$ cat config.mk
export PLATFORM = sky130hd
export DESIGN_NAME = mem_op_arbiter
export DESIGN_NICKNAME = d
export VERILOG_FILES = /design/src/rtl/mem_op_arbiter.sv
export SDC_FILE = /design/constraint.sdc
export NUM_CORES = 1
export LEC_CHECK = 0
export ABC_AREA = 1
export CAP_MARGIN = 20
export CORE_AREA = 4 4 516 518
export CTS_BUF_LIST = sky130_fd_sc_hd__clkbuf_2
export DETAILED_ROUTE_END_ITERATION = 12
export DIE_AREA = 0 0 520 522
export PLACE_DENSITY = 0.41
export RECOVER_POWER = 100
export SETUP_SLACK_MARGIN = 0.1
export SLEW_MARGIN = 40
export SYNTH_ARGS = -nofsm -noshare
export SYNTH_HDL_FRONTEND = slang
export SYNTH_SLANG_ARGS = --single-unit
export TNS_END_PERCENT = 10
$ cat constraint.sdc
create_clock -name clk -period 2 [get_ports clk]
set_input_delay 0.3 -clock clk [delete_from_list [all_inputs] [get_ports clk]]
set_output_delay 0.3 -clock clk [all_outputs]
set_load 0.005 [all_outputs]
$ cat src/rtl/mem_op_arbiter.sv
// Purpose     : round-robin arbiter/sequencer sharing one on-chip memory port between NUM_REQ requesters.
// Latency     : request seen in IDLE at T -> op_enable at T+1; write ack at T+2; read ack+rdata one cycle after readValid.
// Backpressure: one command in flight; requesters hold req/command until ack, reads wait on op_readValid indefinitely.
//
// Ports:
//   clk, reset_n                 clock, asynchronous active-low reset
//   req/req_write/req_addr/      per-requester request level, op (1=write), flattened
//   req_wdata                    address and write data (requester i at [i*W +: W])
//   ack, rdata, grant_id, busy   registered completion pulse, read word, last winner, not-idle flag
//   op_enable/op_write/op_addr/  memory port command, driven only during the single ISSUE cycle
//   op_writeData
//   op_readData/op_readValid     memory port read return
module mem_op_arbiter #(
  parameter int NUM_REQ    = 2,
  parameter int ADDR_WIDTH = 11,
  parameter int WORD_WIDTH = 256
) (
  input  logic                            clk,
  input  logic                            reset_n,
  input  logic [NUM_REQ-1:0]              req,
  input  logic [NUM_REQ-1:0]              req_write,
  input  logic [NUM_REQ*ADDR_WIDTH-1:0]   req_addr,
  input  logic [NUM_REQ*WORD_WIDTH-1:0]   req_wdata,
  output logic [NUM_REQ-1:0]              ack,
  output logic [WORD_WIDTH-1:0]           rdata,
  output logic [$clog2(NUM_REQ)-1:0]      grant_id,
  output logic                            busy,
  output logic                            op_enable,
  output logic                            op_write,
  output logic [ADDR_WIDTH-1:0]           op_addr,
  output logic [WORD_WIDTH-1:0]           op_writeData,
  input  logic [WORD_WIDTH-1:0]           op_readData,
  input  logic                            op_readValid
);

  localparam int             IDW     = $clog2(NUM_REQ);
  localparam logic [IDW-1:0] LAST_ID = IDW'(NUM_REQ - 1);

  typedef enum logic [1:0] {
    S_IDLE   = 2'd0,
    S_ISSUE  = 2'd1,
    S_WAIT_R = 2'd2,
    S_RESP   = 2'd3
  } state_e;

  state_e                 state_q, state_d;
  logic [IDW-1:0]         ptr_q, ptr_d;
  logic [IDW-1:0]         grant_id_q, grant_id_d;
  logic                   cmd_write_q, cmd_write_d;
  logic [ADDR_WIDTH-1:0]  cmd_addr_q, cmd_addr_d;
  logic [WORD_WIDTH-1:0]  cmd_wdata_q, cmd_wdata_d;
  logic [NUM_REQ-1:0]     ack_q, ack_d;
  logic [WORD_WIDTH-1:0]  rdata_q, rdata_d;
  logic                   busy_q, busy_d;

  // ---------------------------------------------------------------------------
  // Round-robin pick: rotate the request vector so bit 0 is the requester at
  // ptr, take the lowest set bit, then map the offset back to an absolute index.
  // ---------------------------------------------------------------------------
  logic [2*NUM_REQ-1:0]   req_dbl;
  logic [2*NUM_REQ-1:0]   req_rot;
  logic [IDW:0]           win_sum;
  logic [IDW-1:0]         win_idx;

  assign req_dbl = {req, req};
  assign req_rot = req_dbl >> ptr_q;

  always_comb begin
    win_sum = '0;
    // Descending scan so the lowest set offset is the last (winning) assignment.
    for (int off = NUM_REQ - 1; off >= 0; off--) begin
      if (req_rot[off]) begin
        win_sum = {1'b0, ptr_q} + (IDW+1)'(off);
      end
    end
    if (win_sum >= (IDW+1)'(NUM_REQ)) begin
      win_sum = win_sum - (IDW+1)'(NUM_REQ);
    end
    win_idx = win_sum[IDW-1:0];
  end

  // Command of the winning requester.
  logic                   sel_write;
  logic [ADDR_WIDTH-1:0]  sel_addr;
  logic [WORD_WIDTH-1:0]  sel_wdata;

  always_comb begin
    sel_write = 1'b0;
    sel_addr  = '0;
    sel_wdata = '0;
    for (int i = 0; i < NUM_REQ; i++) begin
      if (win_idx == IDW'(i)) begin
        sel_write = req_write[i];
        sel_addr  = req_addr[i*ADDR_WIDTH +: ADDR_WIDTH];
        sel_wdata = req_wdata[i*WORD_WIDTH +: WORD_WIDTH];
      end
    end
  end

  // ---------------------------------------------------------------------------
  // FSM: state register
  // ---------------------------------------------------------------------------
  always_ff @(posedge clk or negedge reset_n) begin
    if (!reset_n) begin
      state_q <= S_IDLE;
    end else begin
      state_q <= state_d;
    end
  end

  // ---------------------------------------------------------------------------
  // FSM: next state
  // ---------------------------------------------------------------------------
  always_comb begin
    state_d = state_q;
    case (state_q)
      S_IDLE:   if (|req) state_d = S_ISSUE;
      S_ISSUE:  state_d = cmd_write_q ? S_RESP : S_WAIT_R;
      S_WAIT_R: if (op_readValid) state_d = S_RESP;
      S_RESP:   state_d = S_IDLE;
      default:  state_d = S_IDLE;
    endcase
  end

  // ---------------------------------------------------------------------------
  // FSM: outputs. The memory command comes only from state and the latched
  // copy, so nothing from req* reaches the memory port combinationally.
  // ---------------------------------------------------------------------------
  always_comb begin
    op_enable    = 1'b0;
    op_write     = 1'b0;
    op_addr      = '0;
    op_writeData = '0;
    if (state_q == S_ISSUE) begin
      op_enable    = 1'b1;
      op_write     = cmd_write_q;
      op_addr      = cmd_addr_q;
      op_writeData = cmd_wdata_q;
    end
  end

  // ---------------------------------------------------------------------------
  // Datapath next-state
  // ---------------------------------------------------------------------------
  always_comb begin
    grant_id_d  = grant_id_q;
    cmd_write_d = cmd_write_q;
    cmd_addr_d  = cmd_addr_q;
    cmd_wdata_d = cmd_wdata_q;
    ptr_d       = ptr_q;
    rdata_d     = rdata_q;

    if (state_q == S_IDLE && |req) begin
      grant_id_d  = win_idx;
      cmd_write_d = sel_write;
      cmd_addr_d  = sel_addr;
      cmd_wdata_d = sel_wdata;
    end

    // Next search starts just past the requester being acknowledged.
    if (state_q == S_RESP) begin
      ptr_d = (grant_id_q == LAST_ID) ? '0 : grant_id_q + IDW'(1);
    end

    if (state_q == S_WAIT_R && op_readValid) begin
      rdata_d = op_readData;
    end

    // ack and busy are registered, so derive them from the state being entered.
    for (int i = 0; i < NUM_REQ; i++) begin
      ack_d[i] = (state_d == S_RESP) && (grant_id_q == IDW'(i));
    end
    busy_d = (state_d != S_IDLE);
  end

  always_ff @(posedge clk or negedge reset_n) begin
    if (!reset_n) begin
      ptr_q       <= '0;
      grant_id_q  <= '0;
      cmd_write_q <= 1'b0;
      cmd_addr_q  <= '0;
      cmd_wdata_q <= '0;
      ack_q       <= '0;
      rdata_q     <= '0;
      busy_q      <= 1'b0;
    end else begin
      ptr_q       <= ptr_d;
      grant_id_q  <= grant_id_d;
      cmd_write_q <= cmd_write_d;
      cmd_addr_q  <= cmd_addr_d;
      cmd_wdata_q <= cmd_wdata_d;
      ack_q       <= ack_d;
      rdata_q     <= rdata_d;
      busy_q      <= busy_d;
    end
  end

  assign ack      = ack_q;
  assign rdata    = rdata_q;
  assign grant_id = grant_id_q;
  assign busy     = busy_q;

endmodule

==> flow_summary.ini <==
[timing]
fin_ws_ps = -1293
fin_crit_ps = 3293
skew_ps = 140.0
max_slew_margin_pct = 29.20
hold_viol_final = 0
finalCritPeriodShare_pct = 164.7
rsz0062_at_grt = yes
finalMaxSlewViolations = 0
timing.hold.ws_ps = 258.6
setup_violations = 1283
tightestPinTransition_ps = 1062
fmax_mhz = 303.7

[cts]
cts_root_buf = clkbuf_2
clock-sinks = 531
cts_tree = built
htree_levels = 4
clk_latency_ps = 1530
cts_made_buffers = 178
clk_pin_slew_worst_paths_ps = 80
clk_path_buf_depth = 4

[critical_path]
worst-path-max-fanout = 7
cpPeakStageDelay_ps = 420
worst-path-buf-inv = 8
required_ps = 1700
crit_chain = ha_4 -> buf_12 -> buf_12 -> buf_12 -> buf_8 -> buf_8 -> buf_4 -> nand2_4 -> inv_2 -> buf_6
critPathKind = register to output port
critPathTopFamily = buffers and inverters
crit_path_top_delay_cell = dfrtp_1
endpoint_kind = output port
cp_data_arrival_time_ps = 2990
cpMostUsedCell = buf_12
critPathLaunchType = register

[yosys]
ys_seq_area_share_pct = 51.35
ys_ff_latch = 531
syn-cell-area_um2 = 25870
synthTopCellsByArea = dfrtp_1 (51%), nand2_1 (23%), mux2_2 (11%)
syn_avg_cell_area_um2 = 8.165
synth_top_area_share_pct = 51.35
syn_inst = 3169
yosysWarnings = 0
syn_nets = 3971
yosys.area.top_type = dfrtp_1
synth_cell_types = 19

[power]
powerDensity_nw_per_um2 = 1047
irDropWorstVdd_mv = 0.6015
p_leak_nw = 31.23

[global_routing]
grt_pass1_wl_um = 297600
grt_start_max_net_pins = 75
grt_pass1_vias = 36760
antenna_found_initial = 158
grt_overflow_total = 0
track_usage_pct = 15.64

[finish]
finalCoreUtilization_pct = 24.46
multi_input_area_um2 = 11190
areaGrowthSynthToFinish_pct = 147.3
seq_area_um2 = 13290
final_nets = 7126
drive_above_1_share_pct = 20.37
final_area_um2 = 63980
fill_cells = 28450

[placed_design]
place_area_um2 = 44910
gp_congestion = 0.9344
place.detailed.hpwl_um = 177200
io_buffers = 1325
dpl_worst_slack_ps = -246.5

[floorplanning]
rows = 188
die_w_um = 520
initial_core_util_pct = 9.892
core_um2 = 261600
die_height_um = 522
ios = 1326
dieArea_um2 = 271400

[route]
ant_nets = 0
dr.pass1.iters = 5
drt_iter0_drc = 1469
vias = 34880
vias_per_cell = 3.482
routedWlPerCell_um = 22.32
drcViolationCount = 0
routed_wl_um = 223600

[outcome]
status = complete, but fails checks
violations = setup timing

[min_path]
hp-class = input pin to register

[run]
maxCapViolations = 0
==> cell usage after synthesis <==
cell / count
nor2_8: 1
buf_6: 2
nor2_1: 2
nand2_2: 2
buf_1: 7
nor2_4: 1
nand3_1: 270
ha_1: 5
buf_2: 141
inv_4: 1
a21oi_1: 1
mux2_2: 256
clkbuf_1: 14
nand3b_1: 1
dfrtp_1: 531
o21ai_0: 3
nand2_1: 1617
buf_4: 40
inv_1: 274
==> path summary, 6_finish.rpt <==
check	start	end	slack [ps]	cells past startpoint
min in group asynchronous	reset_n	cmd_wdata_q[81]	1340	5
worst min register to register	cmd_wdata_q[17]	cmd_wdata_q[17]	480	2
max in group asynchronous	reset_n	rdata[156]	-500	7
worst max-delay path	state_q[0]	op_writeData[48]	-1290	10
worst min-delay path	op_readData[131]	rdata[131]	260	3
worst max register to register	ptr_q	cmd_wdata_q[106]	-440	10
==> cell usage in the layout, fill, tap and decap left out, types with 6 or more instances in the layout <==
master,n
diode_2,75
inv_1,169
buf_16,10
clkdlybuf4s15_2,12
clkbuf_16,8
buf_4,147
clkinv_1,26
buf_8,20
dfrtp_1,531
clkdlybuf4s50_1,1054
mux2_2,256
dlygate4sd3_1,1557
dlymetal6s2s_1,36
clkbuf_2,307
nand2_2,94
buf_6,87
clkinv_2,7
inv_2,103
nand2_4,65
nand3_1,270
buf_12,103
clkbuf_4,6
buf_2,69
nand2_1,1458
==> cells by family (layout without fill, tap and decap cells) <==
| family | count (synthesis) | after routing | synth area share [%] |
|---|---|---|---|
| mux | 256 | 256 | 11.14 |
| buf+inv | 479 | 3736 | 8.279 |
| fa+ha+maj | 5 | 5 | 0.2418 |
| compound gates | 4 | 4 | 0.07733 |
| flops | 531 | 531 | 51.35 |
| other cells | 0 | 75 | 0 |
| simple gates | 1894 | 1894 | 28.91 |
==> worst register-to-register path, cell delays in order, from the launching register on <==
cell and delay (ps):
dfrtp_1 370, inv_1 150, nand2_8 110, nand2_8 100, dlygate4sd3_1 730, buf_12 230, buf_4 270, nand2_1 70
nand2_1 90, nand2_1 70, nand2_1 60
==> layout make-up <==
class / instances / share of cell area (%)
inverters: 275 / 1.637
well taps: 3515 / 6.874
diodes: 75 / 0.2933
multi-input cells: 2159 / 17.50
repair buffers: 3179 / 50.62
clock buffers: 242 / 1.893
flip-flops and latches: 531 / 20.77
clock inverters: 40 / 0.4185
==> power by group <==
part	switching [mW]	total (mW)	internal (mW)
clock	5.69	9.42	3.73
combinational	17.5	37.0	19.5
sequential	4.45	20.5	16.1
total	27.7	67.0	39.3
==> stage by stage <==
step | setup TNS, ps | power [mW] | std cells
floorplan | 0 | 30.21 | 3169
global placement | -69520 | 50.98 | 7993
detailed placement | -74770 | 51.10 | 7993
CTS | -810090 | 65.70 | 9879
global route | -872220 | 71.82 | 9981
finish | -647020 | 66.98 | 10020
==> routing by layer <==
metal	vias to the layer above	track usage (%)	wire length [µm]
met2	1541	25.52	100400
met3	432	6.477	22190
met5	-	0	412
met4	70	4.594	8322
li1	16200	-	-
met1	16630	18.75	92260
==> state kept, by name, indices dropped and copies added, names as in the netlist <==
register     cells
cmd_wdata_q    256
rdata          256
cmd_addr_q      11
ack              2
state_q          2
busy             1
cmd_write_q      1
grant_id         1
ptr_q            1
==> what timing repair did <==
action	CTS	global route
hold buffers	1559	0
hold endpoints to repair	1060	0
pin swaps	11	42
cloned	9	12
endpoints found under the setup margin	946	1044
buffers inserted	36	54
resized for setup	409	725
Note: power is estimated with default switching activity, not from simulation.
